==> config.mk <==
export PLATFORM = sky130hd
export DESIGN_NAME = uart_tx_fifo
export DESIGN_NICKNAME = d
export VERILOG_FILES = /design/src/rtl/uart_pkg.sv /design/src/rtl/uart_sync_fifo.sv /design/src/rtl/uart_tx_fifo.sv
export SDC_FILE = /design/constraint.sdc
export NUM_CORES = 1
export LEC_CHECK = 0
export BUFFER_PORTS_ARGS = -buffer_cell sky130_fd_sc_hd__clkbuf_2
export CAP_MARGIN = 10
export CORE_ASPECT_RATIO = 0.9
export CORE_MARGIN = 8
export CORE_UTILIZATION = 60
export CTS_CLUSTER_SIZE = 12
export DETAILED_ROUTE_END_ITERATION = 7
export HOLD_SLACK_MARGIN = 0.12
export PLACE_DENSITY = 0.76
export SETUP_SLACK_MARGIN = 0.15
export SYNTH_ARGS = -nofsm -noshare
export SYNTH_HDL_FRONTEND = slang
export SYNTH_SLANG_ARGS = --single-unit
export TNS_END_PERCENT = 30
==> constraint.sdc <==
create_clock -name clk -period 3.95 [get_ports clk]
set_clock_uncertainty 0.05 [all_clocks]
set_input_delay 0.5925 -clock clk [delete_from_list [all_inputs] [get_ports clk]]
set_output_delay 0.5925 -clock clk [all_outputs]
set_load 0.02 [all_outputs]
==> src/rtl/uart_pkg.sv <==
// Shared types and constants for the UART transmit path.
package uart_pkg;

    typedef enum logic [2:0] {
        IDLE   = 3'd0,
        START  = 3'd1,
        DATA   = 3'd2,
        PARITY = 3'd3,
        STOP   = 3'd4
    } tx_state_t;

    localparam logic [1:0] DBITS_5 = 2'b00;
    localparam logic [1:0] DBITS_6 = 2'b01;
    localparam logic [1:0] DBITS_7 = 2'b10;
    localparam logic [1:0] DBITS_8 = 2'b11;

    localparam int MIN_CLK_DIV = 4;

    // Number of data bits (5..8) for a cfg_data_bits encoding.
    function automatic logic [3:0] dbits_count(input logic [1:0] enc);
        return 4'd5 + {2'b00, enc};
    endfunction

endpackage

==> src/rtl/uart_sync_fifo.sv <==
// Synchronous FIFO with wrap-bit pointers; head is read combinationally
// from registered storage.
module uart_sync_fifo #(
    parameter int WIDTH = 8,
    parameter int DEPTH = 16
) (
    input  logic                   clk,
    input  logic                   rst_n,
    input  logic                   push_i,
    input  logic [WIDTH-1:0]       data_i,
    input  logic                   pop_i,
    output logic [WIDTH-1:0]       data_o,
    output logic [$clog2(DEPTH):0] level_o,
    output logic                   empty_o,
    output logic                   full_o
);
    localparam int AW = $clog2(DEPTH);

    logic [WIDTH-1:0] mem_q [DEPTH];
    logic [AW:0]      wptr_q, wptr_d;
    logic [AW:0]      rptr_q, rptr_d;
    logic             do_push, do_pop;

    assign do_push = push_i && !full_o;
    assign do_pop  = pop_i && !empty_o;
    assign wptr_d  = do_push ? wptr_q + 1'b1 : wptr_q;
    assign rptr_d  = do_pop  ? rptr_q + 1'b1 : rptr_q;

    // Pointer registers; reset discards contents.
    always_ff @(posedge clk) begin
        if (!rst_n) begin
            wptr_q <= '0;
            rptr_q <= '0;
        end else begin
            wptr_q <= wptr_d;
            rptr_q <= rptr_d;
        end
    end

    // Storage written on the clock edge only.
    always_ff @(posedge clk) begin
        if (do_push) mem_q[wptr_q[AW-1:0]] <= data_i;
    end

    assign data_o  = mem_q[rptr_q[AW-1:0]];
    assign level_o = wptr_q - rptr_q;
    assign empty_o = (wptr_q == rptr_q);
    assign full_o  = (wptr_q[AW] != rptr_q[AW]) && (wptr_q[AW-1:0] == rptr_q[AW-1:0]);

endmodule

==> src/rtl/uart_tx_fifo.sv <==
// UART transmit path: byte FIFO feeding a serialiser with a per-frame
// latched format (5-8 data bits, optional parity, 1 or 2 stop bits).
module uart_tx_fifo
    import uart_pkg::*;
#(
    parameter int DEPTH  = 16,
    parameter int DIV_W  = 16,
    parameter int LOW_WM = 4
) (
    input  logic                   clk,
    input  logic                   rst_n,
    input  logic [DIV_W-1:0]       clk_div,
    input  logic [1:0]             cfg_data_bits,
    input  logic                   cfg_parity_en,
    input  logic                   cfg_parity_odd,
    input  logic                   cfg_stop2,
    input  logic                   push_valid,
    input  logic [7:0]             push_data,
    output logic                   push_ready,
    input  logic                   clr_ovf,
    output logic                   tx,
    output logic                   busy,
    output logic [$clog2(DEPTH):0] level,
    output logic                   empty,
    output logic                   full,
    output logic                   low_wm_irq,
    output logic                   overflow,
    output logic                   tx_done
);
    localparam int LW = $clog2(DEPTH) + 1;

    tx_state_t        state_q, state_d;
    logic [DIV_W-1:0] baud_q, baud_d;
    logic [2:0]       bit_q, bit_d;
    logic [7:0]       shift_q, shift_d;
    logic [3:0]       nbits_q, nbits_d;
    logic             pen_q, pen_d;
    logic             par_q, par_d;
    logic             stop2_q, stop2_d;
    logic [DIV_W-1:0] div_q, div_d;
    logic             tx_q, tx_d;
    logic             ovf_q, ovf_d;

    logic [7:0]       fifo_data;
    logic [LW-1:0]    fifo_level;
    logic             fifo_empty, fifo_full;
    logic             fifo_pop;
    logic [DIV_W-1:0] div_eff;
    logic [7:0]       data_mask;
    logic             bit_end, last_data, last_stop, frame_end;

    uart_sync_fifo #(.WIDTH(8), .DEPTH(DEPTH)) u_fifo (
        .clk     (clk),
        .rst_n   (rst_n),
        .push_i  (push_valid),
        .data_i  (push_data),
        .pop_i   (fifo_pop),
        .data_o  (fifo_data),
        .level_o (fifo_level),
        .empty_o (fifo_empty),
        .full_o  (fifo_full)
    );

    assign div_eff   = (clk_div < DIV_W'(MIN_CLK_DIV)) ? DIV_W'(MIN_CLK_DIV) : clk_div;
    assign data_mask = 8'hFF >> (2'd3 - cfg_data_bits);
    assign bit_end   = (baud_q == div_q - 1'b1);
    assign last_data = ({1'b0, bit_q} == nbits_q - 4'd1);
    assign last_stop = (bit_q == {2'b00, stop2_q});
    assign frame_end = (state_q == STOP) && bit_end && last_stop;
    // A new frame starts either from idle or straight out of the last stop cycle.
    assign fifo_pop  = !fifo_empty && ((state_q == IDLE) || frame_end);

    // State and datapath registers.
    always_ff @(posedge clk) begin
        if (!rst_n) begin
            state_q <= IDLE;
            baud_q  <= '0;
            bit_q   <= '0;
            shift_q <= '0;
            nbits_q <= 4'd8;
            pen_q   <= 1'b0;
            par_q   <= 1'b0;
            stop2_q <= 1'b0;
            div_q   <= DIV_W'(MIN_CLK_DIV);
            tx_q    <= 1'b1;
        end else begin
            state_q <= state_d;
            baud_q  <= baud_d;
            bit_q   <= bit_d;
            shift_q <= shift_d;
            nbits_q <= nbits_d;
            pen_q   <= pen_d;
            par_q   <= par_d;
            stop2_q <= stop2_d;
            div_q   <= div_d;
            tx_q    <= tx_d;
        end
    end

    // Next state, frame latching and bit/baud counting.
    always_comb begin
        state_d = state_q;
        shift_d = shift_q;
        nbits_d = nbits_q;
        pen_d   = pen_q;
        par_d   = par_q;
        stop2_d = stop2_q;
        div_d   = div_q;
        case (state_q)
            IDLE:    if (fifo_pop) state_d = START;
            START:   if (bit_end) state_d = DATA;
            DATA: begin
                if (bit_end) begin
                    if (last_data) state_d = pen_q ? PARITY : STOP;
                    else           shift_d = shift_q >> 1;
                end
            end
            PARITY:  if (bit_end) state_d = STOP;
            STOP:    if (frame_end) state_d = fifo_pop ? START : IDLE;
            default: state_d = IDLE;
        endcase
        if (fifo_pop) begin
            shift_d = fifo_data;
            nbits_d = dbits_count(cfg_data_bits);
            pen_d   = cfg_parity_en;
            par_d   = (^(fifo_data & data_mask)) ^ cfg_parity_odd;
            stop2_d = cfg_stop2;
            div_d   = div_eff;
        end
        if ((state_d != state_q) || (state_q == IDLE)) begin
            baud_d = '0;
            bit_d  = '0;
        end else if (bit_end) begin
            baud_d = '0;
            bit_d  = bit_q + 3'd1;
        end else begin
            baud_d = baud_q + 1'b1;
            bit_d  = bit_q;
        end
    end

    // Outputs: registered line level follows the upcoming state.
    always_comb begin
        case (state_d)
            START:   tx_d = 1'b0;
            DATA:    tx_d = shift_d[0];
            PARITY:  tx_d = par_d;
            default: tx_d = 1'b1;
        endcase
        busy    = (state_q != IDLE);
        tx_done = frame_end;
    end

    // Sticky overflow; a drop on the same edge as a clear wins.
    always_ff @(posedge clk) begin
        if (!rst_n) ovf_q <= 1'b0;
        else        ovf_q <= ovf_d;
    end

    assign ovf_d      = (push_valid && fifo_full) ? 1'b1 : (clr_ovf ? 1'b0 : ovf_q);
    assign tx         = tx_q;
    assign level      = fifo_level;
    assign empty      = fifo_empty;
    assign full       = fifo_full;
    assign push_ready = rst_n && !fifo_full;
    assign low_wm_irq = (fifo_level <= LW'(LOW_WM));
    assign overflow   = ovf_q;

endmodule

==> flow_metrics.env <==
export IMPL_cp_data_arrival_time_ps=3040
export IMPL_syn_instance_count=659
export IMPL_drt_initial_drc_count=350
export IMPL_ys_seq_area_share_pct=59.4
export IMPL_viasPerCell=5.87
export IMPL_stdcell_area_sq_mm=0.00985
export IMPL_routedWlPerCell_microns=19.0
export IMPL_cp_cell_sequence="inv_1 > ha_1 > nor3b_4 > nand4b_1 > xnor2_1 > or4_1 > nor4_1 > clkbuf_2"
export IMPL_diodes=0
export IMPL_drive_gt1_share_pct=19.6
export IMPL_synth_largest_area_cell="edfxtp_1"
export IMPL_critical_path_buf_inv_count=2
export IMPL_critPathLaunch="div_q[0]"
export IMPL_cp_slowest_cell="or4_1"
export IMPL_max_freq_ghz=0.271
export IMPL_synth_top_cells_by_area="edfxtp_1 (44%), dfxtp_1 (16%), mux4_2 (9.7%)"
export IMPL_synth_warnings=0
export IMPL_ys_ff_latch=197
export IMPL_routed_wirelength_microns=17600
export IMPL_leakagePower_nw=3.52
export IMPL_setup_viol=0
export IMPL_cp_top_family="simple AND/OR/NAND/NOR gates"
export IMPL_dp_hpwl_microns=12500
export IMPL_numCtsBuffers=17
export IMPL_ys_types=60
export IMPL_cp_depth=8
export IMPL_drv_slew=0
export IMPL_cp_max_fo=7
export IMPL_gr_total_overflow=0
export IMPL_clkTransAtPathRegs_ps=70
export IMPL_syn_avg_cell_area_sq_um=13.3
export IMPL_cts_tree="built"
export IMPL_first_global_vias=5508
export IMPL_die_area_sq_mm=0.0188
export IMPL_cp_start_kind="flip-flop"
export IMPL_tightest_slew_ps=873
export IMPL_clk_path_buf_depth=2
export IMPL_io_pins=46
export IMPL_synth_area_sq_mm=0.00879
export IMPL_postCtsSetupBuffers=0
export IMPL_die_w_microns=144
export IMPL_slowest_delay_ps=590
export IMPL_rr_startpoint="div_q[0]"
export IMPL_hold_violations=0
export IMPL_clockPowerShare_pct=27.4
export IMPL_reg2regPathDepth=11
export IMPL_insertion_delay_ps=430
export IMPL_p_seq_share_pct=41.6
export IMPL_min_path_cells=3
export IMPL_rsz0062_at_grt="false"
export IMPL_gp_routability_congestion=0.851
export IMPL_synth_async_reset_ratio_pct=0
export IMPL_peakVddDrop_uv=419
export IMPL_cts_sinks=197
export IMPL_synth_top_cell_area_share_pct=43.7
export IMPL_start_util_pct=60.6
export IMPL_p_switching_mw=2.02
export IMPL_combinationalPowerShare_pct=31.1
export IMPL_hold_start="cfg_parity_en"
export IMPL_relSlewSlack_pct=41.6
export IMPL_drv_cap=0
export IMPL_grtUsageTotal_pct=19.9
export IMPL_drc=0
export IMPL_fin_util_pct=67.9
export IMPL_ys_flop_type="edfxtp_1"
export IMPL_grt_pass1_wl_microns=28600
export IMPL_status="complete, no violations"
export IMPL_die_h_microns=131
export IMPL_power_density_mw_per_mm2=619
export IMPL_required_ps=3310
export IMPL_syn2layout_area_growth_pct=12.1
export IMPL_p_int_mw=4.09
export IMPL_period_minus_slack_ps=3690
export IMPL_ctsRootBufferMaster="clkbuf_16"
export IMPL_fp_row_count=42
export IMPL_swShare_pct=33.0
export IMPL_ctsHtreeMaxLevel=4
export IMPL_hp_class="input port to flip-flop"
export IMPL_io_buffer_count=45
export IMPL_finalCritPeriodShare_pct=93.3
export IMPL_final_nets=761
export IMPL_path_class="flip-flop to output pin"
export IMPL_worst_setup_path_end_kind="output pin"
export IMPL_detail_route_antenna_nets=0
export IMPL_first_pass_iters=5
export IMPL_vias=5419
export IMPL_grt_max_degree=43
export IMPL_synth_nets=708
export IMPL_finalSetupTns_ps=0
export IMPL_post_dp_cell_area_sq_mm=0.00927
export IMPL_antenna_found_initial=0
export IMPL_synth_edff_count=128
export IMPL_core_sq_mm=0.0145
[worst register-to-register path, stage by stage, from the launching register on]
cell and delay (ps):
dfxtp_1 370, inv_1 80, ha_1 170, nor3b_4 330, nand4b_1 190, xnor2_1 180, or4_1 590, nor4_2 290
buf_4 230, mux2i_1 390, o2111ai_1 260, a21oi_1 210
[power by group through the flow]
stage / clock (mW) / sequential (mW) / combinational, mW
3_3_place_gp: 0 / 2.57 / 1.83
4_1_cts: 1.70 / 2.54 / 1.90
3_5_place_dp: 0 / 2.58 / 1.88
6_report: 1.67 / 2.54 / 1.89
5_1_grt: 1.78 / 2.56 / 2.06
2_1_floorplan: 0 / 2.51 / 1.50
[cell families (layout without fill, tap and decap cells)]
| kind of cell | after synthesis | in the layout | share of synthesized area [%] |
|---|---|---|---|
| simple gates | 210 | 210 | 12.4 |
| fa+ha+maj | 16 | 16 | 2.36 |
| flops | 197 | 197 | 59.4 |
| buf+inv | 54 | 120 | 2.66 |
| mux | 60 | 60 | 12.2 |
| xor+xnor | 60 | 60 | 6.29 |
| compound gates | 62 | 62 | 4.58 |
[cells in the final DEF, fill, tap and decap left out, types with 5 or more instances in the layout]
master | synthesis | final
edfxtp_1 | 128 | 128
nor2_1 | 77 | 77
dfxtp_1 | 69 | 68
clkbuf_2 | 0 | 45
mux4_2 | 38 | 38
nand2_1 | 33 | 33
xor2_1 | 31 | 31
xnor2_1 | 27 | 27
nand3_1 | 24 | 24
inv_1 | 24 | 24
a21oi_1 | 21 | 21
mux2i_1 | 21 | 21
buf_4 | 3 | 18
clkbuf_16 | 0 | 17
ha_1 | 15 | 15
nor3_1 | 13 | 13
nor2b_1 | 8 | 8
nor4_1 | 8 | 8
o21ai_0 | 7 | 7
nand4_1 | 7 | 7
inv_8 | 0 | 6
a211oi_1 | 5 | 5
or4_1 | 5 | 5
and3_1 | 5 | 5
[synthesized netlist by cell type (5+ instances only)]
cell type and instances:
nand3_1 24, buf_2 10, nand2_1 33, a211oi_1 5, xor2_1 31, mux2i_1 21, nor3_1 13, mux4_2 38
a21oi_1 21, and3_1 5, nor2_1 77, nor2b_1 8, o21ai_0 7, or4_1 5, edfxtp_1 128, inv_1 24
nand4_1 7, dfxtp_1 69, nor4_1 8, ha_1 15, clkbuf_1 14, xnor2_1 27
[layout make-up]
class / instances / area (sq um)
clock buffer: 18 / 429
sequential: 197 / 5230
tap: 198 / 248
timing repair buffer: 63 / 360
multi-input combinational: 408 / 3350
clock inverter: 14 / 150
inverter: 25 / 93.8
fill: 999 / 4650
[metal layers]
layer	vias to the layer above	part of all wire [%]	global-route usage (%)
met5	-	0	0
met4	0	2.0	7.04
met3	32	6.0	4.50
met2	161	51	34.5
met1	2667	42	24.0
li1	2559	-	-
[stage by stage]
stage / power [mW] / hold WS (ps) / instances / setup WS, ps
6_report: 6.10 / 354 / 923 / 264
5_1_grt: 6.40 / 366 / 923 / 158
4_1_cts: 6.13 / 343 / 923 / 187
3_5_place_dp: 4.46 / 406 / 891 / 481
3_3_place_gp: 4.40 / 400 / 891 / 736
2_1_floorplan: 4.01 / 393 / 659 / 833
[state kept, by name (all words and copies together), names as in the netlist, named ones only]
register,cells
bit_q,3
overflow,1
baud_q,16
pen_q,1
nbits_q,4
state_q,3
shift_q,8
u_fifo.wptr_q,5
tx,1
stop2_q,1
par_q,1
u_fifo.rptr_q,5
u_fifo.mem_q,128
div_q,16
[repair_timing]
item	4_1_cts	5_1_grt
gates resized for setup	0	1
endpoints found under the setup margin	0	1
hold buffers	0	0
[worst paths after layout]
check | to | slack (ps)
max | tx_done | 260
min | pen_q | 350
max reg2reg | bit_q[2] | 550
min reg2reg | shift_q[2] | 420
No activity file was read; power rests on OpenSTA's default activity.
